--- config.mk ---
export PLATFORM = sky130hd
export DESIGN_NAME = regfile_wb_arbiter_flat
export DESIGN_NICKNAME = d
export VERILOG_FILES = /design/src/rtl/regfile_wb_arbiter_if.sv /design/src/rtl/regfile_wb_arbiter.sv /design/src/flat_wrapper.sv
export SDC_FILE = /design/constraint.sdc
export NUM_CORES = 1
export LEC_CHECK = 0
export ABC_AREA = 1
export CORE_MARGIN = 1.5
export CORE_UTILIZATION = 35
export DETAILED_ROUTE_END_ITERATION = 8
export GPL_TIMING_DRIVEN = 0
export PLACE_DENSITY = 0.85
export SYNTH_ARGS = -nofsm -noshare
export SYNTH_HDL_FRONTEND = slang
export SYNTH_SLANG_ARGS = --single-unit
--- constraint.sdc ---
create_clock -name clk -period 2.9 [get_ports clk]
set_input_delay 0.435 -clock clk [delete_from_list [all_inputs] [get_ports clk]]
set_output_delay 0.435 -clock clk [all_outputs]
set_load 0.01 [all_outputs]
--- src/rtl/regfile_wb_arbiter_if.sv ---
// rtl/regfile_wb_arbiter_if.sv - writeback request/grant and register-file write bundle
//
// Purpose : groups the three writeback sources (0 ALU, 1 LSU, 2 MUL) and the
//           register-file write port of regfile_wb_arbiter into one bundle.
// Signals : sN_valid/sN_addr/sN_data  source N request (driven by the source)
//           sN_ready                  combinational grant back to source N
//           wr_en/wr_addr/wr_data     registered register-file write port
//           pending                   one-hot mask of the register written now
// Modports: master - the writeback sources and register-file observer
//           slave  - the arbiter
interface regfile_wb_arbiter_if #(
   parameter int DATA_W = 32,
   parameter int ADDR_W = 5
);
   logic                   s0_valid;
   logic [ADDR_W-1:0]      s0_addr;
   logic [DATA_W-1:0]      s0_data;
   logic                   s0_ready;
   logic                   s1_valid;
   logic [ADDR_W-1:0]      s1_addr;
   logic [DATA_W-1:0]      s1_data;
   logic                   s1_ready;
   logic                   s2_valid;
   logic [ADDR_W-1:0]      s2_addr;
   logic [DATA_W-1:0]      s2_data;
   logic                   s2_ready;
   logic                   wr_en;
   logic [ADDR_W-1:0]      wr_addr;
   logic [DATA_W-1:0]      wr_data;
   logic [2**ADDR_W-1:0]   pending;

   modport master (
      output s0_valid, s0_addr, s0_data,
      output s1_valid, s1_addr, s1_data,
      output s2_valid, s2_addr, s2_data,
      input  s0_ready, s1_ready, s2_ready,
      input  wr_en, wr_addr, wr_data, pending
   );

   modport slave (
      input  s0_valid, s0_addr, s0_data,
      input  s1_valid, s1_addr, s1_data,
      input  s2_valid, s2_addr, s2_data,
      output s0_ready, s1_ready, s2_ready,
      output wr_en, wr_addr, wr_data, pending
   );
endinterface

--- src/rtl/regfile_wb_arbiter.sv ---
// rtl/regfile_wb_arbiter.sv - three-source writeback arbiter feeding one register-file write port
//
// Purpose : grants at most one of three writeback sources per cycle and
//           forwards the granted write to the register file one cycle later
//           through a registered output stage. Writes to register 0 are
//           granted but dropped.
// Ports   : clk  - rising-edge clock
//           rst  - asynchronous active-high reset
//           bus  - regfile_wb_arbiter_if.slave (requests, grants, write port)
// Config  : WB_FIXED_PRIO_EN defined   -> fixed priority, source 0 highest
//           WB_FIXED_PRIO_EN undefined -> round-robin after the last grant
module regfile_wb_arbiter #(
   parameter int DATA_W = 32,
   parameter int ADDR_W = 5
) (
   input  logic                 clk,
   input  logic                 rst,
   regfile_wb_arbiter_if.slave  bus
);

   logic [2:0]            w_valid;
   logic                  w_any;
   logic [1:0]            w_gidx;
   logic [2:0]            w_grant;
   logic                  w_xfer;
   logic                  w_do_write;
   logic [ADDR_W-1:0]     w_sel_addr;
   logic [DATA_W-1:0]     w_sel_data;
   logic [2**ADDR_W-1:0]  w_pending;

   logic                  r_wr_en;
   logic [ADDR_W-1:0]     r_wr_addr;
   logic [DATA_W-1:0]     r_wr_data;

   assign w_valid = {bus.s2_valid, bus.s1_valid, bus.s0_valid};

`ifndef WB_FIXED_PRIO_EN
   // Index of the last source that completed a transfer. Reset to 2 so the
   // rotating search starts at source 0 right after reset.
   logic [1:0] r_last;
`endif

   always_comb begin
      w_any  = 1'b0;
      w_gidx = 2'd0;
`ifdef WB_FIXED_PRIO_EN
      if (w_valid[0]) begin
         w_any = 1'b1; w_gidx = 2'd0;
      end else if (w_valid[1]) begin
         w_any = 1'b1; w_gidx = 2'd1;
      end else if (w_valid[2]) begin
         w_any = 1'b1; w_gidx = 2'd2;
      end
`else
      // Search order begins with the source after the last granted one.
      case (r_last)
         2'd0: begin
            if (w_valid[1]) begin
               w_any = 1'b1; w_gidx = 2'd1;
            end else if (w_valid[2]) begin
               w_any = 1'b1; w_gidx = 2'd2;
            end else if (w_valid[0]) begin
               w_any = 1'b1; w_gidx = 2'd0;
            end
         end
         2'd1: begin
            if (w_valid[2]) begin
               w_any = 1'b1; w_gidx = 2'd2;
            end else if (w_valid[0]) begin
               w_any = 1'b1; w_gidx = 2'd0;
            end else if (w_valid[1]) begin
               w_any = 1'b1; w_gidx = 2'd1;
            end
         end
         default: begin
            if (w_valid[0]) begin
               w_any = 1'b1; w_gidx = 2'd0;
            end else if (w_valid[1]) begin
               w_any = 1'b1; w_gidx = 2'd1;
            end else if (w_valid[2]) begin
               w_any = 1'b1; w_gidx = 2'd2;
            end
         end
      endcase
`endif
   end

   // Grants are suppressed while reset is held so no source sees a transfer.
   assign w_xfer  = w_any & ~rst;
   assign w_grant = w_xfer ? (3'b001 << w_gidx) : 3'b000;

   assign bus.s0_ready = w_grant[0];
   assign bus.s1_ready = w_grant[1];
   assign bus.s2_ready = w_grant[2];

   always_comb begin
      w_sel_addr = bus.s0_addr;
      w_sel_data = bus.s0_data;
      case (w_gidx)
         2'd1: begin
            w_sel_addr = bus.s1_addr;
            w_sel_data = bus.s1_data;
         end
         2'd2: begin
            w_sel_addr = bus.s2_addr;
            w_sel_data = bus.s2_data;
         end
         default: begin
            w_sel_addr = bus.s0_addr;
            w_sel_data = bus.s0_data;
         end
      endcase
   end

   // x0 is hard-wired zero: the transfer completes but nothing is written.
   assign w_do_write = w_xfer && (w_sel_addr != '0);

   // Address/data only move on a real write so they hold across idle cycles.
   always_ff @(posedge clk or posedge rst) begin
      if (rst) begin
         r_wr_en   <= 1'b0;
         r_wr_addr <= '0;
         r_wr_data <= '0;
      end else begin
         r_wr_en <= w_do_write;
         if (w_do_write) begin
            r_wr_addr <= w_sel_addr;
            r_wr_data <= w_sel_data;
         end
      end
   end

`ifndef WB_FIXED_PRIO_EN
   always_ff @(posedge clk or posedge rst) begin
      if (rst) begin
         r_last <= 2'd2;
      end else if (w_xfer) begin
         r_last <= w_gidx;
      end
   end
`endif

   always_comb begin
      w_pending = '0;
      if (r_wr_en) begin
         w_pending[r_wr_addr] = 1'b1;
      end
   end

   assign bus.wr_en   = r_wr_en;
   assign bus.wr_addr = r_wr_addr;
   assign bus.wr_data = r_wr_data;
   assign bus.pending = w_pending;

endmodule
--- src/flat_wrapper.sv ---
// flat-port wrapper written by rule: the top's interface ports become plain ports
module regfile_wb_arbiter_flat 
#(
   parameter int DATA_W = 32,
   parameter int ADDR_W = 5
)
  (clk, rst, bus_s0_valid, bus_s0_addr, bus_s0_data, bus_s1_valid, bus_s1_addr, bus_s1_data, bus_s2_valid, bus_s2_addr, bus_s2_data, bus_s0_ready, bus_s1_ready, bus_s2_ready, bus_wr_en, bus_wr_addr, bus_wr_data, bus_pending);
  regfile_wb_arbiter_if #(.DATA_W(DATA_W), .ADDR_W(ADDR_W)) bus_i ();
  input  logic clk;
  input  logic rst;
  input wire logic [$bits(bus_i.s0_valid)-1:0] bus_s0_valid;
  input wire logic [$bits(bus_i.s0_addr)-1:0] bus_s0_addr;
  input wire logic [$bits(bus_i.s0_data)-1:0] bus_s0_data;
  input wire logic [$bits(bus_i.s1_valid)-1:0] bus_s1_valid;
  input wire logic [$bits(bus_i.s1_addr)-1:0] bus_s1_addr;
  input wire logic [$bits(bus_i.s1_data)-1:0] bus_s1_data;
  input wire logic [$bits(bus_i.s2_valid)-1:0] bus_s2_valid;
  input wire logic [$bits(bus_i.s2_addr)-1:0] bus_s2_addr;
  input wire logic [$bits(bus_i.s2_data)-1:0] bus_s2_data;
  output wire logic [$bits(bus_i.s0_ready)-1:0] bus_s0_ready;
  output wire logic [$bits(bus_i.s1_ready)-1:0] bus_s1_ready;
  output wire logic [$bits(bus_i.s2_ready)-1:0] bus_s2_ready;
  output wire logic [$bits(bus_i.wr_en)-1:0] bus_wr_en;
  output wire logic [$bits(bus_i.wr_addr)-1:0] bus_wr_addr;
  output wire logic [$bits(bus_i.wr_data)-1:0] bus_wr_data;
  output wire logic [$bits(bus_i.pending)-1:0] bus_pending;
  assign bus_i.s0_valid = bus_s0_valid;
  assign bus_i.s0_addr = bus_s0_addr;
  assign bus_i.s0_data = bus_s0_data;
  assign bus_i.s1_valid = bus_s1_valid;
  assign bus_i.s1_addr = bus_s1_addr;
  assign bus_i.s1_data = bus_s1_data;
  assign bus_i.s2_valid = bus_s2_valid;
  assign bus_i.s2_addr = bus_s2_addr;
  assign bus_i.s2_data = bus_s2_data;
  assign bus_s0_ready = bus_i.s0_ready;
  assign bus_s1_ready = bus_i.s1_ready;
  assign bus_s2_ready = bus_i.s2_ready;
  assign bus_wr_en = bus_i.wr_en;
  assign bus_wr_addr = bus_i.wr_addr;
  assign bus_wr_data = bus_i.wr_data;
  assign bus_pending = bus_i.pending;
  regfile_wb_arbiter #(.DATA_W(DATA_W), .ADDR_W(ADDR_W)) u_core (.clk(clk), .rst(rst), .bus(bus_i));
endmodule
; ---- Word-level counts from Yosys, hierarchy flattened
; Cells that the tools add are included.
[totals]
ff_bits = 40
output_inout_bits = 73
[classes]
n_lt_le_gt_ge = 2
eq_ne = 3
shifts = 1
mux = 23
bitwise_logic = 2
n_reduce_logical = 4
[op_table]
columns = op, count
row1 = 32-bit case mux with 2 select lines, 1
row2 = 32-bit two-way mux, 1
row3 = 1-bit two-way mux, 11
row4 = 2-bit two-way mux, 5
row5 = 5-bit case mux with 2 select lines, 1
row6 = 5-bit by 6-bit less-than comparator with 1-bit output (second input constant), 1
row7 = 1-bit demux with 5-bit select, 1
row8 = 5-bit by 1-bit greater-or-equal comparator with 1-bit output (second input constant), 1
row9 = 5-bit nonzero test, 1
row10 = 2-bit by 1-bit == test with 1-bit output (second input constant), 2
row11 = 2-bit case mux with 2 select lines, 1
row12 = 3-bit two-way mux, 1
row13 = 1-bit by 2-bit left shift with 3-bit output (first input constant), 1
row14 = 2-bit == test (second input constant), 1
row15 = 1-bit logical AND, 2
row16 = 2-bit zero test, 1
row17 = 1-bit case mux with 2 select lines, 1
row18 = 1-bit bitwise AND, 1
row19 = 1-bit NOT, 1

; ---- Longest topological paths before layout
; Gate-level depths: netlist of the first run.
[logic_depth]
ltp_word = 8
depth_mapped = 16
depth_no_buf = 14

; ---- Least setup slack after synthesis of the first run
; No wires, ideal clock.
[synth_path]
path_type = flip-flop to flip-flop
startpoint = register u_core.r_last[1]
endpoint = register u_core.r_wr_addr[0], in the netlist u_core.bus.wr_addr[0]
t_arrival_ns = 2.239
required_time_ns = 2.783
setup_slack_ns = 0.544
path_stages_with_launch = 14
path_buffers = 2
period_less_slack_ns = 2.356
path_cell_list = dfstp_2 nor2_1 o31ai_1 inv_1 ha_1 buf_6 or2_1 nand2_1 inv_1 nor2_1 nand2_2 buf_2 nand3_1 nand2_1
[synth_between]
elab_chain_cells = 6
word_cells_on_any_way = 10
cone_classes = eq/ne: 3 / mux: 3 / bitwise: 1 / reduce/logical: 3
[synth_lines]
columns = element, line_no
row1 = start: declaration, regfile_wb_arbiter.sv:40  ; logic [1:0] r_last;
row2 = start signal: assignment, regfile_wb_arbiter.sv:138  ; r_last <= w_gidx;
row3 = 2-bit by 1-bit == test with 1-bit output / 2-bit zero test (equally long branches), regfile_wb_arbiter.sv:56  ; case (r_last)
row4 = 2-bit case mux with 2 select lines *, regfile_wb_arbiter.sv:56
row5 = net u_core.w_gidx[0], regfile_wb_arbiter.sv:23  ; logic [1:0] w_gidx;
row6 = 2-bit == test / 2-bit by 1-bit == test with 1-bit output (equally long branches), regfile_wb_arbiter.sv:99  ; case (w_gidx)
row7 = 5-bit case mux with 2 select lines *, regfile_wb_arbiter.sv:99
row8 = 5-bit nonzero test, regfile_wb_arbiter.sv:116  ; assign w_do_write = w_xfer && (w_sel_addr != '0);
row9 = 1-bit logical AND, regfile_wb_arbiter.sv:116
row10 = end signal: assignment, regfile_wb_arbiter.sv:127  ; r_wr_addr <= w_sel_addr;
row11 = end: declaration, regfile_wb_arbiter.sv:32  ; logic [ADDR_W-1:0] r_wr_addr;
; The timed path passes the listed nets; every way through them passes the cells marked *.
; A chain may end at the register's enable or synchronous reset.

; ---- Worst setup path in the final report of the first run
[layout_path]
startpoint = input port bus_s1_valid
endpoint = output port bus_s2_ready
[layout_between]
elab_chain_cells = 6
word_cells_on_any_way = 16
cone_classes = shift: 1 / mux: 14 / bitwise: 1
[layout_lines]
columns = element, line_no
row1 = start: declaration, flat_wrapper.sv:14  ; input wire logic [$bits(bus_i.s1_valid)-1:0] bus_s1_valid;
row2 = 1-bit two-way mux, regfile_wb_arbiter.sv:71  ; end else if (w_valid[1]) begin
row3 = 2-bit two-way mux, regfile_wb_arbiter.sv:69  ; end else if (w_valid[0]) begin
row4 = 2-bit two-way mux, regfile_wb_arbiter.sv:67  ; if (w_valid[2]) begin
row5 = 2-bit case mux with 2 select lines *, regfile_wb_arbiter.sv:56
row6 = net u_core.w_gidx[0], regfile_wb_arbiter.sv:23
row7 = 1-bit by 2-bit left shift with 3-bit output *, regfile_wb_arbiter.sv:90  ; assign w_grant = w_xfer ? (3'b001 << w_gidx) : 3'b000;
row8 = 3-bit two-way mux *, regfile_wb_arbiter.sv:90
row9 = end: declaration, flat_wrapper.sv:22  ; output wire logic [$bits(bus_i.s2_ready)-1:0] bus_s2_ready;
; Marks and branches as above.

==> impl_metrics.csv, run 1 <==
group,metric,value,unit
run_status,result_of_the_run,"completed",
global_routing,wire_length_of_the_first_global_routing_pass,16.8,mm
timing,timing.slew.headroom,42.0,%
placed_design,place.port_buffers,188,
timing,finalClockSkew,5.88,ps
routing,firstDrtPassIters,5,
clock_network,clk_transition_reported_paths,80,ps
yosys,syn_area_per_cell,6.36,um2
placed_design,dpl.hpwl,8.09,mm
yosys,synthDominantCellAreaShare,36.4,%
cells_and_area,mostFrequentLayoutCells,"186 x sky130_fd_sc_hd__clkdlybuf4s50_1, 127 x sky130_fd_sc_hd__nand2_1, 69 x sky130_fd_sc_hd__nor2_1",
global_routing,antenna_found_initial,0,
global_routing,grt_max_degree,41,
timing,hold_viol,0,
cells_and_area,final-instance-count-excl-fill,713,
routing,initialDrtViolationCount,164,
power,worst_case_vdd_ir_drop,0.285,mV
power,power_density,602,nW/um2
worst_setup_path,startpoint_type,"input port",
clock_network,cts_htree_levels,2,
yosys,synth_area_leaders,"sky130_fd_sc_hd__dfrtp_1 36%, sky130_fd_sc_hd__nand2_1 18%, sky130_fd_sc_hd__a21oi_1 12%, sky130_fd_sc_hd__nand3_1 9.7%, sky130_fd_sc_hd__nor2_1 9.7%",
yosys,synthesized_flop_and_latch_total,40,
cells_and_area,post-route-util,65.8,%
clock_network,tritoncts_num_sinks,40,
timing,unrepaired_setup_endpoints_after_global_routing,"no",
timing,period_utilization,94.3,%
yosys,synthDominantAreaCellType,"sky130_fd_sc_hd__dfrtp_1",
clock_network,post_cts_hold_buffer_count,0,
cells_and_area,syn2layout_area_growth,80.2,%
timing,max_clock_freq,366,MHz
yosys,synth-warning-count,0,
yosys,post_synthesis_cell_area,2680,um2
clock_network,cts-root-to-sink-buffers,2,
yosys,synth_fp_nets,540,
cells_and_area,antenna_cells_inserted,0,
global_routing,gr-total-overflow,0,
cells_and_area,final_common_cell,"sky130_fd_sc_hd__clkdlybuf4s50_1",
worst_setup_path,worst_ep_arrival,2300,ps
worst_setup_path,timing_worst_setup_path_type,"input port to output pin",
die,floorplan.die.height,90.5,um
die,design.portCount,189,
cells_and_area,layout_cell_share_with_drive_strength_beyond_1,5.54,%
die,floorplan.die_area,8190,um2
run,max_cap_viols,0,
cells_and_area,final_cell_area,4830,um2
yosys,syn_inst,421,
clock_network,clockRootBuffer,"sky130_fd_sc_hd__clkbuf_8",
yosys,synth_seq_area_share,37.4,%
die,placement_rows,31,
die,start_util,36.5,%
routing,drc,0,
routing,route.detailed.vias_per_inst,5.02,
cells_and_area,design.final.nets,733,
yosys,synthDistinctLibCells,21,
timing,whs,475,ps
die,dieWidth,90.5,um
timing,final.min_clock_period,2730,ps
worst_setup_path,critical_path_required,2470,ps
routing,wl,10.6,mm
worst_setup_path,ff2ff_setup_slack,310,ps
die,core_area,7330,um2
clock_network,tritoncts.num_buffers,5,
worst_setup_path,critical_path.endpoint_type,"output pin",
clock_network,cts_tree,"built",
timing,slew_viol_final,0,
timing,final-setup-viol-count,0,
routing,vias,3578,
timing,timing_worst_slew_pin_value,869,ps
placed_design,finalWeightedCongestion,0.823,
global_routing,gr-usage-all-layers,25.3,%
placed_design,dpl_cell_area,4680,um2
clock_network,skew_pair_late_insertion_delay,290,ps
routing,wire_per_inst,14.8,um
routing,postRouteAntennaNets,0,
placed_design,dpl.cell_count,708,
min_path,min-delay-path-class,"flop to flop",
global_routing,number_of_global_route_vias_before_repair,3575,
worst_setup_path,cp_max_fo,19,
power,leakagePower,0.00213,uW
path summary, 6_finish.rpt:
kind                                  startpoint                     end  cells past startpoint
setup / recovery                    bus_s1_valid            bus_s2_ready                     11
hold / removal             u_core.bus.wr_data[4]   u_core.bus.wr_data[4]                      2
setup reg to reg                u_core.r_last[1]  u_core.bus.wr_data[26]                     13
hold reg to reg            u_core.bus.wr_data[4]   u_core.bus.wr_data[4]                      2
max in group asynchronous                    rst  u_core.bus.wr_data[22]                      2
min in group asynchronous                    rst   u_core.bus.wr_data[0]                      2
through the flow:
| stage | TNS (ps) | power (uW) | setup WS, ps |
|---|---|---|---|
| global route | 0 | 3110 | 17.3 |
| floorplan | 0 | 1690 | 544 |
| finish | 0 | 2910 | 165 |
| global placement | -5950 | 2470 | -446 |
| detailed placement | -8360 | 2520 | -553 |
| CTS | 0 | 2900 | 5.50 |
power breakdown:
group	internal [uW]	total [uW]	switching, uW
sequential	748	889	141
clock	163	358	195
combinational	811	1660	847
total	1720	2910	1180
worst max-delay path, cell delays in order:
cell,delay [ps]
sky130_fd_sc_hd__clkdlybuf4s50_1,470
sky130_fd_sc_hd__inv_2,70
sky130_fd_sc_hd__nor3_4,150
sky130_fd_sc_hd__inv_1,80
sky130_fd_sc_hd__o31ai_2,80
sky130_fd_sc_hd__inv_1,160
sky130_fd_sc_hd__ha_1,270
sky130_fd_sc_hd__buf_8,180
sky130_fd_sc_hd__inv_1,70
sky130_fd_sc_hd__nor2_1,50
sky130_fd_sc_hd__dlygate4sd2_1,290
sequential cells by signal, summed over array words and instances (netlist names):
| signal | count |
|---|---|
| u_core.bus.wr_data | 32 |
| u_core.bus.wr_en | 1 |
| u_core.bus.wr_addr | 5 |
| u_core.r_last | 2 |
Yosys cell counts:
cell type                  number
sky130_fd_sc_hd__ha_1           3
sky130_fd_sc_hd__a21oi_1       65
sky130_fd_sc_hd__nor3_1         2
sky130_fd_sc_hd__dfstp_2        1
sky130_fd_sc_hd__nand2_2        1
sky130_fd_sc_hd__a31oi_1        1
sky130_fd_sc_hd__dfrtp_1       39
sky130_fd_sc_hd__o31ai_1        1
sky130_fd_sc_hd__buf_1          4
sky130_fd_sc_hd__o21bai_2       1
sky130_fd_sc_hd__nand3_1       52
sky130_fd_sc_hd__nor2_1        69
sky130_fd_sc_hd__buf_6          4
sky130_fd_sc_hd__inv_2          1
sky130_fd_sc_hd__or2_1          1
sky130_fd_sc_hd__clkbuf_1      11
sky130_fd_sc_hd__o21ai_0        3
sky130_fd_sc_hd__buf_2          7
sky130_fd_sc_hd__or2_2          4
sky130_fd_sc_hd__nand2_1      127
sky130_fd_sc_hd__inv_1         24
metal layers:
| metal | part of all wire (%) | global-route usage [%] | routed length, um |
|---|---|---|---|
| met3 | 5.8 | 5.39 | 616 |
| met2 | 52 | 47.7 | 5490 |
| met1 | 40 | 27.8 | 4260 |
| met4 | 1.8 | 7.94 | 193 |
| met5 | 0 | 0 | 0 |
repair_timing:
action                                  4_1_cts  5_1_grt
pin swaps                                     0        0
buffers inserted                              0        0
gates resized for setup                      12        7
endpoints found under the setup margin        2       31
cells by family (layout without fill, tap and decap cells):
family,count (synthesis),in the layout,synth area share [%]
AOI/OAI and AO/OA,71,71,13.6
DFF,40,40,37.4
adders and majority gates,3,3,1.40
buffers and inverters,51,244,8.59
and+or+nand+nor,256,256,39.0
cell type report:
class                           count  area (um2)
Clock buffer                        5        68.8
Buffer                             24         156
Tap cell                           99         124
Fill cell                         626        2500
Inverter                           25        93.8
Multi-Input combinational cell    330        1490
Sequential cell                    40        1000
Clock inverter                      2        12.5
Timing Repair Buffer              188        1880
(Power assumes the default switching activity.)
==> inputs of run 2 (changes only) <==
--- a/config.mk
+++ b/config.mk
@@ -10,7 +10,7 @@
 export CORE_UTILIZATION = 35
 export DETAILED_ROUTE_END_ITERATION = 8
 export GPL_TIMING_DRIVEN = 0
-export PLACE_DENSITY = 0.85
+export PLACE_DENSITY = 0.9
 export SYNTH_ARGS = -nofsm -noshare
 export SYNTH_HDL_FRONTEND = slang
 export SYNTH_SLANG_ARGS = --single-unit
==> impl_metrics.csv, run 2 (synthesis results as in run 1) <==
group,metric,value,unit
power,leakagePower,0.00216,uW
min_path,min_from,"u_core.bus.wr_data[12]",
routing,firstDrtPassIters,4,
timing,finalClockSkew,14.3,ps
placed_design,finalWeightedCongestion,0.836,
timing,period_utilization,93.5,%
worst_setup_path,cp_max_fo,7,
clock_network,clk_transition_reported_paths,70,ps
clock_network,cts_htree_levels,2,
timing,final.min_clock_period,2710,ps
worst_setup_path,worst_path_largest_cell_delay,550,ps
timing,unrepaired_setup_endpoints_after_global_routing,"no",
routing,wire_per_inst,14.6,um
clock_network,cts_tree,"built",
run,max_cap_viols,0,
die,start_util,36.5,%
cells_and_area,final_cell_area,4860,um2
routing,vias,3598,
die,floorplan.die.height,90.5,um
placed_design,dpl.hpwl,8.14,mm
die,design.portCount,189,
routing,initialDrtViolationCount,122,
worst_setup_path,critical_path.endpoint_type,"output pin",
clock_network,cts-root-to-sink-buffers,2,
cells_and_area,largest_register_ffs,32,
worst_setup_path,critical_path_required,2470,ps
global_routing,grt_max_degree,41,
routing,drc,0,
cells_and_area,antenna_cells_inserted,0,
die,floorplan.die_area,8190,um2
placed_design,place.port_buffers,188,
min_path,min-delay-path-class,"flop to flop",
timing,hold_viol,0,
timing,timing_worst_slew_pin_value,834,ps
clock_network,clockRootBuffer,"sky130_fd_sc_hd__clkbuf_8",
die,dieWidth,90.5,um
routing,route.detailed.vias_per_inst,5.03,
clock_network,skew_pair_late_insertion_delay,290,ps
routing,wl,10.4,mm
cells_and_area,mostFrequentLayoutCells,"186 x sky130_fd_sc_hd__clkdlybuf4s50_1, 127 x sky130_fd_sc_hd__nand2_1, 69 x sky130_fd_sc_hd__nor2_1",
routing,postRouteAntennaNets,0,
global_routing,gr-usage-all-layers,25.1,%
cells_and_area,design.final.nets,735,
run_status,result_of_the_run,"completed",
clock_network,tritoncts.num_buffers,5,
die,placement_rows,31,
power,worst_case_vdd_ir_drop,0.348,mV
cells_and_area,final_common_cell,"sky130_fd_sc_hd__clkdlybuf4s50_1",
timing,timing.slew.headroom,44.3,%
power,power_density,607,nW/um2
power,clockPowerShare,13.4,%
worst_setup_path,crit_path_cell_trace,"clkdlybuf4s50_1 -> inv_1 -> a31oi_1 -> inv_1 -> nor2_1 -> clkdlybuf4s50_1",
die,core_area,7330,um2
global_routing,gr-total-overflow,0,
worst_setup_path,cpMaxStageDelayCell,"sky130_fd_sc_hd__clkdlybuf4s50_1",
global_routing,wire_length_of_the_first_global_routing_pass,16.6,mm
global_routing,antenna_found_initial,0,
cells_and_area,syn2layout_area_growth,81.5,%
worst_setup_path,origin_of_the_worst_setup_path,"bus_s0_valid",
cells_and_area,layout_cell_share_with_drive_strength_beyond_1,6.16,%
power,switching_share,40.3,%
worst_setup_path,r2r-start,"u_core.r_last[1]",
global_routing,number_of_global_route_vias_before_repair,3576,
power,combinationalPowerShare,56.6,%
worst_setup_path,crit_family,"buffers and inverters",
worst_setup_path,path_buf_inv,4,
timing,slew_viol_final,0,
timing,final-setup-viol-count,0,
power,cell_internal_pwr,1760,uW
power,total_switching_power,1190,uW
worst_setup_path,worst_ep_arrival,2280,ps
worst_setup_path,timing_worst_setup_path_type,"input port to output pin",
power,seqPwrFrac,30.0,%
timing,whs,478,ps
worst_setup_path,startpoint_type,"input port",
clock_network,tritoncts_num_sinks,40,
placed_design,dpl_cell_area,4680,um2
timing,max_clock_freq,369,MHz
==> run 2: worst paths after layout <==
check,end,slack (ps),cells past startpoint
min in group asynchronous,u_core.bus.wr_addr[0],660,2
setup / recovery,bus_s0_ready,190,6
setup reg to reg,u_core.bus.wr_data[22],370,13
hold / removal,u_core.bus.wr_data[12],480,2
max in group asynchronous,u_core.bus.wr_data[13],1700,2
hold reg to reg,u_core.bus.wr_data[12],480,2
==> run 2: worst reg2reg max path, cell delays in order (launching register included) <==
cell and delay [ps]:
sky130_fd_sc_hd__dfstp_2 550, sky130_fd_sc_hd__nor2_1 60, sky130_fd_sc_hd__o31ai_2 320, sky130_fd_sc_hd__inv_2 110, sky130_fd_sc_hd__ha_4 280, sky130_fd_sc_hd__buf_6 140, sky130_fd_sc_hd__or2_1 220, sky130_fd_sc_hd__nand2_1 100
sky130_fd_sc_hd__inv_1 70, sky130_fd_sc_hd__nor2_1 130, sky130_fd_sc_hd__nand2_2 100, sky130_fd_sc_hd__buf_2 200, sky130_fd_sc_hd__nand3_1 100, sky130_fd_sc_hd__nand2_1 60
==> run 2: per-layer routing <==
| layer | global-route usage, % | part of all wire (%) | wire length, um |
|---|---|---|---|
| met5 | 0 | 0 | 0 |
| met4 | 10.3 | 3.0 | 308 |
| met3 | 5.72 | 6.3 | 658 |
| met2 | 47.3 | 53 | 5540 |
| met1 | 26.4 | 38 | 3920 |
==> run 2: per-stage QoR <==
step / utilization [%] / worst slack [ps] / instances / setup TNS (ps) / power (uW)
after floorplan: - / 544 / 421 / 0 / 1690
after global placement: 63.9 / -404 / 708 / -5970 / 2460
after detailed placement: 63.9 / -501 / 708 / -10370 / 2520
after CTS: 65.5 / 13.0 / 714 / 0 / 2930
after global routing: 66.3 / 8.63 / 716 / 0 / 3150
final: 66.3 / 189 / 716 / 0 / 2950
==> run 2: cell type report <==
class	instances	area (um2)
inverter	25	93.8
tap	99	124
clock buffer	7	86.3
sequential	40	1000
fill	616	2470
multi-input combinational	330	1490
buffer	24	158
clock inverter	1	7.51
timing repair buffer	190	1900
==> run 2: timing repair <==
item                                    in CTS  in global routing
hold buffers                                 0                  0
endpoints found under the setup margin       3                 33
pin swaps                                    0                  5
buffers inserted                             0                  2
resized for setup                            7                 14
hold endpoints to repair                     0                  0
==> run 2: power groups by stage <==
stage / Clock [uW] / Combinational, uW / Sequential [uW]
6_report: 394 / 1670 / 885
5_1_grt: 416 / 1820 / 911
4_1_cts: 396 / 1650 / 884
3_5_place_dp: 0 / 1630 / 890
3_3_place_gp: 0 / 1580 / 880
2_1_floorplan: 0 / 725 / 964
==> inputs of run 3 (changes only) <==
--- a/config.mk
+++ b/config.mk
@@ -10,7 +10,7 @@
 export CORE_UTILIZATION = 35
 export DETAILED_ROUTE_END_ITERATION = 8
 export GPL_TIMING_DRIVEN = 0
-export PLACE_DENSITY = 0.9
+export PLACE_DENSITY = 0.92
 export SYNTH_ARGS = -nofsm -noshare
 export SYNTH_HDL_FRONTEND = slang
 export SYNTH_SLANG_ARGS = --single-unit
==> constraint.sdc (replaced) <==
create_clock -name clk -period 2.9 [get_ports clk]
set_input_delay 0.435 -clock clk [delete_from_list [all_inputs] [get_ports clk]]
set_output_delay 0.435 -clock clk [all_outputs]
set_load 0.1 [all_outputs]
==> impl_metrics.csv, run 3 (synthesis results as in run 1) <==
group,metric,value,unit
placed_design,place.port_buffers,188,
worst_setup_path,cp_max_fo,19,
clock_network,clockRootBuffer,"sky130_fd_sc_hd__clkbuf_8",
min_path,min-delay-path-class,"flop to flop",
cells_and_area,seqCellArea,1000,um2
global_routing,gr-total-overflow,0,
cells_and_area,final_cell_area,4920,um2
power,worst_case_vdd_ir_drop,0.630,mV
clock_network,tritoncts.num_buffers,5,
clock_network,skew_pair_late_insertion_delay,290,ps
worst_setup_path,crit_family,"buffers and inverters",
die,dieWidth,90.5,um
worst_setup_path,critical_path.endpoint_type,"output pin",
power,power_density,918,nW/um2
timing,timing_worst_slew_pin_value,1020,ps
routing,postRouteAntennaNets,0,
placed_design,finalWeightedCongestion,0.856,
routing,firstDrtPassIters,4,
timing,final.min_clock_period,2870,ps
clock_network,post_cts_hold_buffer_count,0,
routing,route.detailed.vias_per_inst,5.00,
global_routing,number_of_global_route_vias_before_repair,3424,
worst_setup_path,r2r-start,"u_core.r_last[1]",
routing,vias,3576,
worst_setup_path,crit_path_end,"bus_s1_ready",
cells_and_area,final_common_cell,"sky130_fd_sc_hd__clkdlybuf4s50_1",
timing,max_clock_freq,349,MHz
clock_network,cts_tree,"built",
global_routing,antenna_found_initial,0,
timing,totalNegativeSetupSlack,0,ps
worst_setup_path,reg2regPathDepth,13,
clock_network,cts-root-to-sink-buffers,2,
cells_and_area,antenna_cells_inserted,0,
run,max_cap_viols,0,
cells_and_area,final-instance-count-excl-fill,715,
die,placement_rows,31,
worst_setup_path,cpMaxStageDelayCell,"sky130_fd_sc_hd__clkdlybuf4s50_1",
global_routing,gr-usage-all-layers,23.9,%
placed_design,dpl.cell_count,708,
timing,period_utilization,98.8,%
worst_setup_path,ff2ff_setup_slack,290,ps
cells_and_area,largest_register_ffs,32,
die,core_area,7330,um2
worst_setup_path,critical_path.reg2reg.endpoint,"u_core.bus.wr_data[6]",
placed_design,dpl.hpwl,8.16,mm
cells_and_area,syn2layout_area_growth,83.6,%
routing,wire_per_inst,14.6,um
worst_setup_path,timing_worst_setup_path_type,"input port to output pin",
worst_setup_path,worst_ep_arrival,2430,ps
timing,finalClockSkew,3.38,ps
routing,initialDrtViolationCount,176,
worst_setup_path,worst_path_largest_cell_delay,450,ps
timing,whs,477,ps
power,leakagePower,0.00265,uW
die,floorplan.die_area,8190,um2
cells_and_area,mostFrequentLayoutCells,"157 x sky130_fd_sc_hd__clkdlybuf4s50_1, 126 x sky130_fd_sc_hd__nand2_1, 66 x sky130_fd_sc_hd__nor2_1",
worst_setup_path,crit_path_frequent_cell,"sky130_fd_sc_hd__inv_1",
die,start_util,36.5,%
timing,timing.slew.headroom,31.9,%
worst_setup_path,timing.critical_path.depth,10,
worst_setup_path,startpoint_type,"input port",
timing,slew_viol_final,0,
routing,drc,0,
cells_and_area,layout_cell_share_with_drive_strength_beyond_1,6.33,%
worst_setup_path,crit_path_cell_trace,"clkdlybuf4s50_1 -> inv_1 -> nor3_2 -> inv_1 -> o31ai_1 -> ha_1 -> clkbuf_4 -> inv_1 -> nor2_2 -> buf_4",
run_status,result_of_the_run,"completed",
clock_network,cts_htree_levels,2,
timing,hold_viol,0,
die,floorplan.die.height,90.5,um
timing,final-setup-viol-count,0,
worst_setup_path,path_buf_inv,6,
die,design.portCount,189,
cells_and_area,multi_input_gate_area,1480,um2
routing,wl,10.4,mm
worst_setup_path,critical_path_required,2470,ps
placed_design,dpl_cell_area,4690,um2
clock_network,clk_transition_reported_paths,80,ps
cells_and_area,n_fill_cell,609,
worst_setup_path,origin_of_the_worst_setup_path,"bus_s1_valid",
cells_and_area,design.final.nets,734,
global_routing,wire_length_of_the_first_global_routing_pass,15.7,mm
clock_network,tritoncts_num_sinks,40,
global_routing,grt_max_degree,41,
## run 3: stage by stage
stage / total power (uW) / utilization, % / setup slack (ps)
after CTS: 4500 / 65.6 / 5.16
after global placement: 3940 / 64.0 / -1040
after global routing: 4710 / 67.1 / -61.9
after floorplan: 3150 / - / -232
after detailed placement: 4000 / 64.0 / -1100
final: 4520 / 67.1 / 33.9
## run 3: metal layers
layer | global-route usage, % | wire (um) | vias to the layer above
li1 | - | - | 1740
met2 | 44.5 | 5460 | 164
met4 | 11.6 | 289 | 0
met1 | 25.5 | 4000 | 1650
met5 | 0 | 0 | -
met3 | 4.46 | 690 | 22
## run 3: area by class of cell
type,count,area share (%)
clock inverters,1,0.611
plain buffers,24,2.77
inverters,25,1.91
flip-flops and latches,40,20.4
repair buffers,189,39.8
multi-input cells,330,30.1
well taps,99,2.52
clock buffers,7,1.96
## run 3: worst min-delay path by stage
stage	start	slack [ps]	to	cells after the start
4_1_cts	u_core.bus.wr_data[18]	480	u_core.bus.wr_data[18]	2
6_report	u_core.bus.wr_data[30]	480	u_core.bus.wr_data[30]	2
3_3_place_gp	u_core.bus.wr_data[16]	450	u_core.bus.wr_data[16]	2
5_1_grt	u_core.bus.wr_data[30]	500	u_core.bus.wr_data[30]	2
3_5_place_dp	u_core.bus.wr_data[18]	460	u_core.bus.wr_data[18]	2
2_1_floorplan	u_core.r_last[0]	450	u_core.r_last[0]	2
## run 3: worst reg2reg max path, cell delays in order (launching register included)
cell	delay (ps)
sky130_fd_sc_hd__dfstp_2	570
sky130_fd_sc_hd__nor2_1	60
sky130_fd_sc_hd__o31ai_1	320
sky130_fd_sc_hd__inv_1	170
sky130_fd_sc_hd__ha_4	290
sky130_fd_sc_hd__buf_6	140
sky130_fd_sc_hd__or2_1	220
sky130_fd_sc_hd__nand2_1	80
sky130_fd_sc_hd__inv_1	60
sky130_fd_sc_hd__nor2_1	140
sky130_fd_sc_hd__nand2_2	100
sky130_fd_sc_hd__clkbuf_4	190
sky130_fd_sc_hd__nand3_1	90
sky130_fd_sc_hd__nand2_1	70
## run 3: where the power goes
group          internal (uW)  switching, uW  leakage (uW)
Sequential               748            141      0.000491
Clock                    304            196     0.0000645
Combinational            796           2330       0.00210
Total                   1850           2670       0.00265
## run 3: what timing repair did
item	in CTS	in global routing
gates cloned	0	0
gates resized for setup	15	36
endpoints found under the setup margin	3	62
setup buffers	0	1
pin swaps	0	2
